File: src/rtl/alu_serial_seq.sv
// Bit-serial sequencer driving a 1-bit ALU cell. It executes one WIDTH-bit
// NOR/XOR/ADD/SUB LSB first and chains the carry through a register.
module alu_serial_seq #(
  parameter int WIDTH = 8
) (
  input  logic             clk,
  input  logic             rst,
  input  logic             start,
  input  logic [1:0]       op_in,
  input  logic [WIDTH-1:0] a_in,
  input  logic [WIDTH-1:0] b_in,
  output logic             busy,
  output logic             done,
  output logic [WIDTH-1:0] result,
  output logic             cout_out,
  output logic             alu_a,
  output logic             alu_b,
  output logic             alu_cin,
  output logic [1:0]       alu_op,
  input  logic             alu_s,
  input  logic             alu_cout
);

  localparam int IDXW = $clog2(WIDTH);
  localparam logic [IDXW-1:0] IDX_LAST = IDXW'(WIDTH - 1);

  typedef enum logic [1:0] {IDLE, RUN, DONE} state_t;

  state_t           state, state_nx;
  logic [WIDTH-1:0] a_reg, b_reg, shreg;
  logic [1:0]       op_reg;
  logic [IDXW-1:0]  idx;
  logic             carry;

  assign busy = (state != IDLE);
  assign done = (state == DONE);

  always_ff @(posedge clk) begin
    if (rst) state <= IDLE;
    else     state <= state_nx;
  end

  // The cell only sees operand bits during RUN; everywhere else it idles on NOR of zeros.
  always_comb begin
    state_nx = state;
    alu_a    = 1'b0;
    alu_b    = 1'b0;
    alu_cin  = 1'b0;
    alu_op   = 2'b00;
    case (state)
      IDLE: if (start) state_nx = RUN;
      RUN: begin
        alu_a   = a_reg[idx];
        alu_b   = b_reg[idx];
        alu_cin = carry;
        alu_op  = op_reg;
        if (idx == IDX_LAST) state_nx = DONE;
      end
      DONE:    state_nx = IDLE;
      default: state_nx = IDLE;
    endcase
  end

  // result/cout_out are loaded on the edge that enters DONE so they are valid with done.
  always_ff @(posedge clk) begin
    if (rst) begin
      a_reg    <= '0;
      b_reg    <= '0;
      op_reg   <= 2'b00;
      idx      <= '0;
      carry    <= 1'b0;
      shreg    <= '0;
      result   <= '0;
      cout_out <= 1'b0;
    end else begin
      case (state)
        IDLE: begin
          if (start) begin
            a_reg  <= a_in;
            b_reg  <= b_in;
            op_reg <= op_in;
            idx    <= '0;
            carry  <= (op_in == 2'b11);
          end
        end
        RUN: begin
          shreg <= {alu_s, shreg[WIDTH-1:1]};
          if (op_reg[1]) carry <= alu_cout;
          idx <= idx + IDXW'(1);
          if (idx == IDX_LAST) begin
            result   <= {alu_s, shreg[WIDTH-1:1]};
            cout_out <= op_reg[1] & alu_cout;
          end
        end
        default: ;
      endcase
    end
  end

endmodule

File: config.mk
export PLATFORM = sky130hd
export DESIGN_NAME = alu_serial_seq
export DESIGN_NICKNAME = d
export VERILOG_FILES = /design/src/rtl/alu_serial_seq.sv
export SDC_FILE = /design/constraint.sdc
export NUM_CORES = 1
export LEC_CHECK = 0
export CAP_MARGIN = 20
export CELL_PAD_IN_SITES_DETAIL_PLACEMENT = 1
export CELL_PAD_IN_SITES_GLOBAL_PLACEMENT = 1
export CORE_MARGIN = 1.5
export CORE_UTILIZATION = 36
export DETAILED_ROUTE_END_ITERATION = 7
export PLACE_DENSITY = 0.83
export SLEW_MARGIN = 20
export SYNTH_ARGS = -nofsm -noshare
export SYNTH_HDL_FRONTEND = slang
export SYNTH_SLANG_ARGS = --single-unit
File: constraint.sdc
create_clock -name clk -period 2 [get_ports clk]
set_input_delay 0.5 -clock clk [delete_from_list [all_inputs] [get_ports clk]]
set_output_delay 0.5 -clock clk [all_outputs]
set_load 0.01 [all_outputs]
# After elaboration in Yosys (flattened, before gate mapping)
# Cells that the tools add are included.
# Widths: inputs -> output; s select.
dict set report word_totals {
  regBits 41
  in_bits 23
  out_inout_bits 16
  word_cells 43
}
dict set report classes {
  n_addsub 1
  n_lt_le_gt_ge 1
  n_eq_ne 7
  n_mux 16
  bitwise_logic 1
  reduce_logical 8
}
# operator n
set op_table {}
lappend op_table {{$reduce_and 2->1} 4}
lappend op_table {{$mux 1} 7}
lappend op_table {{$bmux 1 s3} 2}
lappend op_table {{$mux 2} 3}
lappend op_table {{$ne 2x2->1 const B} 3}
lappend op_table {{$pmux 3 s2} 1}
lappend op_table {{$eq 2x2->1 const B} 2}
lappend op_table {{$lt 3x4->1 const B} 1}
lappend op_table {{$pmux 2 s2} 1}
lappend op_table {{$reduce_bool 2->1} 2}
lappend op_table {{$add 3x1->3 const B} 1}
lappend op_table {{$eq 3x3->1 const B} 1}
lappend op_table {{$mux 3} 1}
lappend op_table {{$reduce_and 3->1} 1}
lappend op_table {{$eq 2x1->1 const B} 1}
lappend op_table {{$logic_not 2->1} 1}
lappend op_table {{$pmux 1 s2} 1}
lappend op_table {{$and 1x1->1} 1}

# Longest topological paths before layout
dict set report logic_depth {
  ltp_word 3
  mapped_depth 5
  depth_no_buf 5
}

# Worst setup path after synthesis
# OpenSTA, ideal clock, no wires.
dict set report synth_path {
  path_kind {reg-to-output}
  startpoint {reg idx[1]}
  endpoint {out alu_a}
  arrival_time_ps 1232
  required_ps 1500
  slack_ps 268
  path_stages_with_launch 5
  cell_sequence {dfxtp_1 > clkbuf_2 > mux4_1 > mux2i_1 > nor2_1}
}
dict set report synth_between {
  elab_chain_cells 3
}
# element line
set synth_lines {}
lappend synth_lines {{start, declared} 32} ;# logic [IDXW-1:0] idx;
lappend synth_lines {{start signal, assigned} 89} ;# idx <= idx + IDXW'(1);
lappend synth_lines {{$bmux 1 s3} 53} ;# alu_a = a_reg[idx];
lappend synth_lines {{$mux 1 (implied by the code)} 53}
lappend synth_lines {{$mux 1} 50} ;# case (state)
lappend synth_lines {{end, declared} 16} ;# output logic alu_a,
# Every way passes these cells. The select of a mux whose other input is x is not followed.

# Worst setup path in the final report
# Ends and elaborated chain as after synthesis.

==> impl_results.md <==
- DPL Wire Length: about 2600 µm
- Clock Latency Late Sink: 0.30 ns
- Mux contribution to synthesized area: between 7 and 8%
- CTS Buf Count: 5
- Synth top cells by count: 61 x nand2_1, 40 x dfxtp_1, 38 x a21oi_1
- Design Area, Final: 0.00220 mm²
- Initial Util: between 30% and 40%
- Top cells by area, synth: dfxtp_1 48%, nand2_1 14%, a21oi_1 12%, nand3_1 3.3%, mux4_1 3.2%
- Int Pwr: 1.36 mW
- Total power: around 1.7 mW
- Synthesized area: 0.00165 mm²
- Floorplan row count: 24
- Predominant post-synthesis flop cell: dfxtp_1
- Max H-tree Level: 2
- Max cap viols: 0
- CP endpoint kind: output pin
- Cell type with the highest aggregate area in the netlist: dfxtp_1
- Tcrit/Tclk final: 103%
- Max layer used: met4
- Sequential share of power: 48.3%
- Initial drt markers: 46
- Clk buf depth: 2
- DIE WIDTH: 70.7 µm
- Crit start category: flip-flop
- Combinational Power Share: 10.7%
- Crit path max fanout: 5
- DRC: 0
- DR WL/cell: 13.0 µm
- Global Route Usage Sum: 16.3%
- Syn Nets: 218
- Run status: finished with violations
- Io pins: 39
- Pwr dens: 794 mW/mm²
- Hold endpoint: result[1]$_SDFFE_PP0P_
- NetSw: 387 µW
- Flops & latches, synth: 40
- CTS tree: built
- Worst reg-to-reg path cell count: 6
- Gate count of the mapped netlist: 193
- Setup ws final: -0.0594 ns
- Sw Ratio: 22.1%
- Post-DP Area: 0.00209 mm²
- First-pass GRT wire length: 6350 µm
- Min cycle time layout: 2.06 ns
- Compound-Gate Fraction of Synth Area: 12.9%
- Vias in the first global route: between 1000 and 1500
- Final core occ: 50.3%
- Failing checks: setup timing
- Seq/Total Area, Yosys: 48.5%
- Synth Area in XOR/XNOR: 0%
- Initial antenna violation count: 0
- Worst min path class: flip-flop to flip-flop
- Gpl congestion: 0.711
- Number of detailed-route iterations in the first pass: 4
- Port Buf Inserts: 38
- Yosys warns: 0
- Maximum VDD drop: between 400 and 500 µV
- Unrepaired setup endpoints after global routing: true
- Crit path DAT: about 1.6 ns
- Die height: 70.7 µm
- Critical path data required time: roughly 1.5 ns
- Largest family of logic cells by synthesized area: simple AND/OR/NAND/NOR gates
- Vias per cell: 5.00
- Fin. max-slew vios: 0
- Fin. Hold Viols: 0
- Metal2 WL: 1910 µm
- Maximum clock rate: about 490 MHz
- FF-to-FF End: result[6]$_SDFFE_PP0P_
- Met3 routed WL: 161 µm
- Clock Sinks: 40
- Hold path start: result[1]$_SDFFE_PP0P_
- Largest net degree at the start of global routing: 41
- Die ar.: ~0.005 mm²
- Most common cell in the netlist: nand2_1
- # placed instances: 278
- # nets final: 258
- P&R area growth vs syn: 33.5%
- Synth Area in Simple Gates: about a quarter
- Top cell type's share of synthesized area: 48.5%
- Antenna-violating nets left: 0
- Clk_skew: 0.00536 ns
- Core ar.: around 0.0044 mm²
- Diodes inserted: 0
- Final wirelength: between 3000 and 4000 µm
- Fraction of layout cells with a size suffix above 1: 12.8%
- Static leakage: 0.833 nW
- Wire length on met1: 1580 µm
- R2r setup slk: just over 0.4 ns
- Grt ovf: 0
- Distinct cells, synth: 28
- Worst slew pin tran: 0.423 ns
- CTS Root Cell: clkbuf_8
- Hold Buf Count CTS: 0
- Syn Area/Cell: ~8.6 µm²
- Final setup fails: 2
- Adder-Cell Fraction of Synth Area: 1.52%
- Number of synthesized flops with an enable pin: 0
- Clk slew on worst S/H paths: 0.08 ns
- Clock Power Share: around two fifths
- Slew HR: a little under three quarters
- Asr flop ratio synth: 0%
- Routed vias: between 1000 and 1500
- RR Startpoint: idx[1]$_SDFFE_PP0P_
- Finished Layout Cells: approximately 290
- Post CTS Setup Buffer Count: 0
- Crit path kind: flip-flop to output pin
- Worst Hold Depth: 2
[cell families (layout without fill, tap and decap cells)]
| logic type | Yosys count | in the layout |
|---|---|---|
| and+or+nand+nor | 89 | 89 |
| AOI/OAI and AO/OA | 41 | 41 |
| DFF | 40 | 40 |
| buffers and inverters | 14 | 55 |
| muxes | 7 | 7 |
| adders and majority gates | 2 | 2 |
[power by group through the flow]
stage	Clock [mW]	Sequential (mW)	Combinational (mW)
finish	0.719	0.844	0.186
global route	0.764	0.848	0.209
CTS	0.739	0.845	0.191
detailed placement	0	0.863	0.193
global placement	0	0.862	0.188
floorplan	0	0.856	0.117
[layout make-up]
cell class | count | area (µm²)
Inverter | 1 | 3.75
Clock inverter | 1 | 30.0
Fill cell | 532 | 2180
Clock buffer | 7 | 96.3
Multi-Input combinational cell | 139 | 763
Timing Repair Buffer | 46 | 440
Tap cell | 52 | 65.1
Sequential cell | 40 | 806
[critical path, stage by stage (launching register included)]
cell and delay [ns]:
dfxtp_4 0.40, mux4_2 0.50, mux2i_1 0.15, nor2_1 0.07, buf_2 0.14
[stage by stage]
stage	worst slack [ns]	TNS [ns]	hold slack (ns)
after floorplan	0.268	0	0.432
after global routing	-0.118	-0.229	0.476
after global placement	-0.197	-0.385	0.437
after CTS	-0.0815	-0.141	0.457
final	-0.0594	-0.0927	0.455
after detailed placement	-0.221	-0.432	0.446
[metal layers]
metal | global-route usage [%] | up-vias
met4 | 6.92 | 0
met5 | 0 | -
met2 | 28.6 | 29
met1 | 18.2 | 670
met3 | 5.27 | 5
li1 | - | 727
[cells in the final DEF, fill, tap and decap left out]
cell             netlist  routed
a311oi_1               1       1
buf_12                 0       1
dfxtp_4                0       1
dlygate4sd2_1          0       4
or2_2                  1       1
nor3b_4                1       1
dfxtp_1               40      38
nand4_1                1       1
mux2i_1                2       2
nand3b_1               1       1
clkbuf_8               0       7
buf_4                  0       7
dlymetal6s2s_1         0       1
inv_1                  1       1
bufinv_16              0       1
a21oi_1               38      38
a31oi_1                1       1
or3b_4                 1       1
dfxtp_2                0       1
nor2_1                 4       4
ha_1                   2       2
mux2_2                 1       1
mux4_2                 2       4
nor2_2                 1       1
nand2b_1               2       2
clkdlybuf4s50_1        0      31
and2_1                 3       3
buf_2                  4       2
and2b_2                0       1
o21a_1                 1       1
nand2_1               61      61
nand3_1               11      11
and3b_1                1       1
[repair_timing]
item	CTS	global route
endpoints found under the setup margin	7	3
resized for setup	18	1
endpoints found under the hold margin	0	0
[worst max path at each step]
stage | start | endpoint | slack, ns | depth (start not counted)
4_1_cts | idx[1]$_SDFFE_PP0P_ | alu_a | -0.08 | 4
2_1_floorplan | idx[1]$_SDFFE_PP0P_ | alu_a | 0.27 | 4
6_report | idx[1]$_SDFFE_PP0P_ | alu_a | -0.06 | 4
5_1_grt | idx[1]$_SDFFE_PP0P_ | alu_a | -0.12 | 4
3_5_place_dp | idx[1]$_SDFFE_PP0P_ | alu_b | -0.22 | 4
3_3_place_gp | idx[1]$_SDFFE_PP0P_ | alu_a | -0.20 | 4
(Power assumes the default switching activity.)
